--- src/rtl/ifu_fetch.sv ---
// Instruction fetch controller: drives the instruction RAM, buffers the returned PC/instruction pairs and hands them to decode.
// Define IFU_BYPASS_EN to let a response go straight to decode when the buffer is empty.
module ifu_fetch #(
  parameter logic [31:0] RST_PC     = 32'h0800_0000,
  parameter int unsigned FIFO_DEPTH = 2
) (
  input  logic        clk,
  input  logic        rst_n,
  output logic [31:0] pc_n_o,
  output logic        iram_rd_o,
  input  logic [31:0] pc_i,
  input  logic [31:0] inst_i,
  input  logic        iram_rstn_i,
  input  logic        jump_i,
  input  logic [31:0] jump_addr_i,
  input  logic        halt_i,
  output logic        inst_valid_o,
  input  logic        inst_ready_i,
  output logic [31:0] inst_o,
  output logic [31:0] inst_pc_o
);

  localparam int unsigned AW = (FIFO_DEPTH > 1) ? $clog2(FIFO_DEPTH) : 1;
  localparam int unsigned CW = AW + 1;

  logic [31:0]   buf_inst [FIFO_DEPTH];
  logic [31:0]   buf_pc   [FIFO_DEPTH];
  logic [AW-1:0] rd_ptr;
  logic [AW-1:0] wr_ptr;
  logic [CW-1:0] count;
  logic [31:0]   fpc;
  logic          inflight;
  logic          kill;
  logic [31:0]   hold_inst;
  logic [31:0]   hold_pc;

  logic          resp;
  logic          resp_ok;
  logic          empty;
  logic          deq;
  logic          push;
  logic          pop;
  logic [CW:0]   occ;
  logic          credit_ok;
  logic          can_issue;
  logic          issue;
  logic [31:0]   target;
  logic          unused_addr_lsb;

  assign unused_addr_lsb = ^jump_addr_i[1:0];

  always_comb begin
    // A response lands only once the boot read has completed; the jump cycle drops whatever lands.
    resp      = inflight & ~iram_rstn_i;
    resp_ok   = resp & ~kill & ~jump_i;
    empty     = (count == '0);
    target    = {jump_addr_i[31:2], 2'b00};
`ifdef IFU_BYPASS_EN
    inst_valid_o = ~empty | resp_ok;
    if (!empty) begin
      inst_o    = buf_inst[rd_ptr];
      inst_pc_o = buf_pc[rd_ptr];
    end else if (resp_ok) begin
      inst_o    = inst_i;
      inst_pc_o = pc_i;
    end else begin
      inst_o    = hold_inst;
      inst_pc_o = hold_pc;
    end
`else
    inst_valid_o = ~empty;
    inst_o       = empty ? hold_inst : buf_inst[rd_ptr];
    inst_pc_o    = empty ? hold_pc   : buf_pc[rd_ptr];
`endif
    deq       = inst_valid_o & inst_ready_i;
    pop       = deq & ~empty;
    push      = resp_ok & ~(empty & deq);
    occ       = {1'b0, count} + (CW+1)'(inflight) - (CW+1)'(deq);
    credit_ok = (occ < (CW+1)'(FIFO_DEPTH));
    can_issue = ~halt_i & ~iram_rstn_i;
    issue     = can_issue & (jump_i | credit_ok);
    iram_rd_o = issue;
    pc_n_o    = jump_i ? target : fpc;
  end

  always_ff @(posedge clk or negedge rst_n) begin
    if (!rst_n) begin
      fpc       <= RST_PC + 32'd4;
      inflight  <= 1'b1;
      kill      <= 1'b0;
      hold_inst <= '0;
      hold_pc   <= '0;
    end else begin
      hold_inst <= inst_o;
      hold_pc   <= inst_pc_o;
      // The boot read stays outstanding while the RAM is still performing it.
      inflight  <= issue | (inflight & iram_rstn_i);
      if (jump_i) begin
        fpc  <= issue ? target + 32'd4 : target;
        kill <= inflight & iram_rstn_i;
      end else begin
        if (issue) begin
          fpc <= fpc + 32'd4;
        end
        if (resp) begin
          kill <= 1'b0;
        end
      end
    end
  end

  always_ff @(posedge clk or negedge rst_n) begin
    if (!rst_n) begin
      rd_ptr <= '0;
      wr_ptr <= '0;
      count  <= '0;
      for (int unsigned i = 0; i < FIFO_DEPTH; i++) begin
        buf_inst[i] <= '0;
        buf_pc[i]   <= '0;
      end
    end else if (jump_i) begin
      rd_ptr <= '0;
      wr_ptr <= '0;
      count  <= '0;
    end else begin
      if (push) begin
        buf_inst[wr_ptr] <= inst_i;
        buf_pc[wr_ptr]   <= pc_i;
        wr_ptr           <= wr_ptr + AW'(1);
      end
      if (pop) begin
        rd_ptr <= rd_ptr + AW'(1);
      end
      count <= count + CW'(push) - CW'(pop);
    end
  end

`ifndef SYNTHESIS
  a_no_overflow: assert property (@(posedge clk) disable iff (!rst_n)
    !(push && !pop && count == CW'(FIFO_DEPTH)))
    else $error("push into a full instruction buffer");
`endif

endmodule

--- config.mk ---
export PLATFORM = sky130hd
export DESIGN_NAME = ifu_fetch
export DESIGN_NICKNAME = d
export VERILOG_FILES = /design/src/rtl/ifu_fetch.sv
export SDC_FILE = /design/constraint.sdc
export NUM_CORES = 1
export LEC_CHECK = 0
export ABC_AREA = 0
export CORE_MARGIN = 10
export CORE_UTILIZATION = 40
export DETAILED_ROUTE_END_ITERATION = 10
export PLACE_DENSITY_LB_ADDON = 0.3
export SLEW_MARGIN = 0
export SYNTH_ARGS = -nofsm -noshare
export SYNTH_HDL_FRONTEND = slang
export SYNTH_SLANG_ARGS = --single-unit
--- constraint.sdc ---
create_clock -name clk -period 3.4 [get_ports clk]
set_input_delay 0.68 -clock clk [delete_from_list [all_inputs] [get_ports clk]]
set_output_delay 0.68 -clock clk [all_outputs]
set_load 0.02 [all_outputs]
# Yosys cells after proc, flatten, opt, wreduce, memory -nomap -nowiden
# Cells that the tools add are included.
[word_totals]
register_bits = 230
inputBits = 102
output_inout_bits = 98
word_cells = 74
[classes]
n_addsub = 8
magnitude_cmp = 4
muxes = 23
bitwise = 20
n_reduce_logical = 7
[ops]
columns = ["operator", "n"]
rows = [
  ["$mux 32", 13],
  ["$bwmux 64", 2],
  ["$add 32x3->32 const B", 2],
  ["$demux 32 s1", 1],
  ["$and 1x1->1", 10],
  ["$reduce_bool 2->1", 4],
  ["$mux 1", 6],
  ["$not 1->1", 6],
  ["$ge 2x2->1 const B", 2],
  ["$not 1->2", 2],
  ["$add 2x1->3", 1],
  ["$lt 3x2->1 const B", 1],
  ["$sub 3x1->3", 1],
  ["$add 1x1->1 const B", 2],
  ["$add 2x1->2", 1],
  ["$logic_not 2->1", 1],
  ["$lt 2x1->1 const B", 1],
  ["$mux 2", 1],
  ["$or 1x1->1", 2],
  ["$reduce_and 2->1", 1],
  ["$sub 2x1->2", 1],
  ["$logic_and 1x1->1", 1],
]

# Depth between registers and ports, before layout
[depth]
depth_word = 9
depth_mapped = 13
ltp_nobuf = 11

# Least setup slack after synthesis
# OpenSTA, ideal clock, no wires.
[synth_path]
kind = "register -> output"
from = "register count[1]"
to = "output port iram_rd_o"
arrival_time_ps = 2583
required_ps = 2720
slack_ps = 137
path_stages_with_launch = 11
n_path_buf = 2
path_cell_list = "dfrtp_1 > or2_2 > clkbuf_1 > and2_1 > ha_1 > nand2b_1 > fa_1 > xnor2_1 > a31oi_1 > clkinv_1 > buf_2"
[synth_between]
elab_chain_cells = 7
elab_cells_between_ends = 8
classes_between = "2 x add/sub; 1 x order compare; 4 x bitwise; 1 x reduce/logical"
[synth_lines]
columns = ["element", "line_no", "source"]
rows = [
  ["start, declared", "30", "logic [CW-1:0] count;"],
  ["start signal, assigned", "134", "count <= count + CW'(push) - CW'(pop);"],
  ["branches (longest 3 deep; another with $add 2x1->3)", "-", ""],
  ["$sub 3x1->3 (*)", "78", "occ = {1'b0, count} + (CW+1)'(inflight) - (CW+1)'(deq);"],
  ["$lt 3x2->1 (*)", "79", "credit_ok = (occ < (CW+1)'(FIFO_DEPTH));"],
  ["$or 1x1->1 (*)", "81", "issue = can_issue & (jump_i | credit_ok);"],
  ["$and 1x1->1 (*)", "81", ""],
  ["end, declared", "10", "output logic iram_rd_o,"],
]
# Every way passes the cells marked *.

# Worst setup path after layout
[layout_path]
from = "input port inst_ready_i"
to = "output port iram_rd_o"
[layout_between]
elab_chain_cells = 5
[layout_lines]
columns = ["element", "line_no", "source"]
rows = [
  ["start, declared", "18", "input logic inst_ready_i,"],
  ["$and 1x1->1", "75", "deq = inst_valid_o & inst_ready_i;"],
  ["$sub 3x1->3", "78", ""],
  ["$lt 3x2->1", "79", ""],
  ["$or 1x1->1", "81", ""],
  ["$and 1x1->1", "81", ""],
]
# No other way between the ends.

==> impl_metrics.py <==
metrics = {
    "outcome": {
        "status": "finished clean",
    },
    "clocking": {
        "cts_hold_buffers": 0,
        "clock_path_buffers": 3,
        "cts_max_level": 1,
        "clk_pin_slew_ps": 50,
        "cts_made_buffers": 26,
        "clk_latency_ps": 540,
        "cts_root_buffer": "clkbuf_16",
        "clock_sinks": 228,
        "cts_tree": "yes",
    },
    "synth": {
        "synthCells": 909,
        "synth_edf_count": 0,
        "yosysWarnings": 0,
        "ys.flop_type": "dfrtp_1",
        "synthArstFlopShare": 1.00,
        "synth_area_leaders": "dfrtp_1 (52%), mux2_2 (16%), mux2i_1 (8.1%), xnor2_1 (3.5%), a21oi_1 (3.0%)",
        "syn-cell-area_um2": 10900,
        "yosys_register_bits": 228,
        "ys_seq_area_frac": 0.525,
        "synth_top_area_share": 0.518,
        "avgSynthCellArea_um2": 12.0,
        "synth_cell_types": 51,
        "synth_area_leader_cell": "dfrtp_1",
    },
    "timing": {
        "skew_ps": 25.9,
        "setup-violations-final": 0,
        "slew_headroom": 0.472,
        "max_freq_mhz": 298,
        "timing.final.crit_share": 0.988,
        "rsz0062_at_grt": "yes",
        "tightestPinTransition_ps": 792,
        "drv_slew": 0,
        "hold_viol_final": 0,
        "finalHoldWorstSlack_ps": 189,
        "period_minus_slack_ps": 3360,
    },
    "routing": {
        "drc": 0,
        "top_layer": "met5",
        "wl_per_cell_um": 18.2,
        "dr_wl_met2_um": 12500,
        "drtAntennaViolNets": 0,
        "routed-via-count": 7605,
        "drt_first_pass_iters": 5,
        "wl_um": 26800,
        "met3_length_um": 1760,
        "wl_met1_um": 11900,
        "first_iter_violations": 379,
        "vias_per_cell": 5.18,
    },
    "global_routing": {
        "grt_antenna_before_repair": 2,
        "grt_max_degree": 102,
        "grt_pass1_vias": 7806,
        "grt_pass1_wl_um": 42600,
        "grt.overflow.total": 0,
        "grt_util_all_layers": 0.153,
    },
    "pwr": {
        "p_leak_nw": 5.84,
        "finalPower_mw": 12.4,
        "power.density_nw_per_um2": 865,
        "irDropWorstVdd_v": 0.000588,
    },
    "final_layout": {
        "final_layout_size_suffix_gt1_frac": 0.228,
        "regArea_um2": 5710,
        "antenna_cells": 0,
        "area_growth_pct": 31.9,
        "multi_input_area_um2": 4920,
        "final_area_um2": 14300,
        "final_nets": 1215,
        "fillCellCount": 2334,
    },
    "die": {
        "initial_core_util": 0.405,
        "die_h_um": 185,
        "dieArea_um2": 34200,
        "num_rows": 60,
        "ioPinCount": 200,
        "coreArea_um2": 26900,
        "die_w_um": 185,
    },
    "setup_path": {
        "critPathCaptureType": "primary output",
        "r2r_slack_ps": 460,
        "crit_required_ps": 2720,
        "arrival_ps": 2680,
        "cp-start-kind": "input pin",
        "crit_type": "input pin to primary output",
        "cp_max_fo": 2,
    },
    "job": {
        "cap_violations": 0,
    },
    "place": {
        "place_hpwl_um": 18200,
        "placed_area_um2": 13300,
        "io_buffers": 195,
        "gp_congestion": 0.874,
    },
    "min_path": {
        "min_path_type": "input pin to asynchronous set/reset pin",
    },
}
-- registers in the layout, indices dropped and copies added (netlist names) --
signal,cells
count,2
kill,1
wr_ptr,1
buf_inst,64
rd_ptr,1
hold_pc,32
buf_pc,64
inflight,1
fpc,30
hold_inst,32
-- cell type report --
cell class / count / share of cell area
repair buffers: 228 / 0.162
clock buffers: 37 / 0.0538
flip-flops and latches: 228 / 0.398
inverters: 7 / 0.00192
well taps: 341 / 0.0297
clock inverters: 10 / 0.0114
multi-input cells: 616 / 0.343
-- logic make-up (layout without fill, tap and decap cells) --
kind of cell               after synthesis  count (layout)  synth area share
buffers and inverters                   66             282            0.0274
other                                    1               2          0.000345
DFF                                    228             228             0.525
adders and majority gates                6               6           0.00759
AOI/OAI and AO/OA                       84              84            0.0418
and+or+nand+nor                        226             226             0.112
muxes                                  243             243             0.242
xor gates and xnor gates                55              55            0.0443
-- cells in the final DEF (no fill, tap or decap), types with 15 or more instances in the layout --
| master | count |
|---|---|
| dfrtp_1 | 224 |
| clkdlybuf4s50_1 | 192 |
| mux2_2 | 150 |
| mux2i_1 | 88 |
| nor2_1 | 77 |
| a21oi_1 | 64 |
| xnor2_1 | 42 |
| nand2_1 | 33 |
| clkbuf_16 | 26 |
| nand4_1 | 22 |
| nor4_1 | 22 |
| buf_4 | 22 |
| nor3_1 | 15 |
-- layer usage --
| layer | vias up | GRT usage |
|---|---|---|
| met5 | - | 0 |
| met2 | 178 | 0.249 |
| li1 | 3624 | - |
| met1 | 3764 | 0.198 |
| met4 | 4 | 0.0358 |
| met3 | 35 | 0.0431 |
-- synthesized netlist by cell type, drive strengths merged, types with 17 or more instances --
master and count:
clkbuf 30, buf 29, a21oi 66, nor4 23
nand4 25, xnor2 43, nor3 17, dfrtp 225
nor2 78, mux2i 88, mux2 155, nand2 33
-- per-stage QoR --
stage,setup slack (ps),instances,util,setup TNS (ps)
after CTS,30.0,1465,0.532,0
after detailed placement,-462,1417,0.496,-1470
final,41.6,1467,0.534,0
after floorplan,137,910,-,0
after global routing,-36.1,1467,0.534,-59.2
after global placement,-472,1417,0.496,-1180
-- path summary, 6_finish.rpt --
path,cells past startpoint,startpoint,endpoint
hold / removal,1,rst_n,buf_pc[53]
setup / recovery,9,inst_ready_i,iram_rd_o
max in group asynchronous,2,rst_n,fpc[27]
min in group clk,1,buf_pc[52],buf_pc[52]
hold reg to reg,1,buf_pc[52],buf_pc[52]
setup reg to reg,13,count[1],fpc[27]
-- report_power, final --
part | total (mW) | switching [mW] | leakage, nW | internal [mW]
logic | 5.03 | 2.53 | 2.63 | 2.49
registers | 4.44 | 0.533 | 2.76 | 3.91
clock network | 2.95 | 1.13 | 0.456 | 1.82
total | 12.4 | 4.20 | 5.84 | 8.22
-- repair_timing --
action | CTS | global route
endpoints found under the setup margin | 3 | 23
setup buffers | 1 | 2
resized for setup | 13 | 4
pin swaps | 5 | 0
-- critical path: stages --
cell and delay [ps]:
clkdlybuf4s50_1 480, and2_4 160, ha_4 190, nand2b_4 140, fa_2 400, xnor2_2 150, a31oi_2 190, clkinv_2 130
buf_6 150
Power figures use the tool's default switching activity.
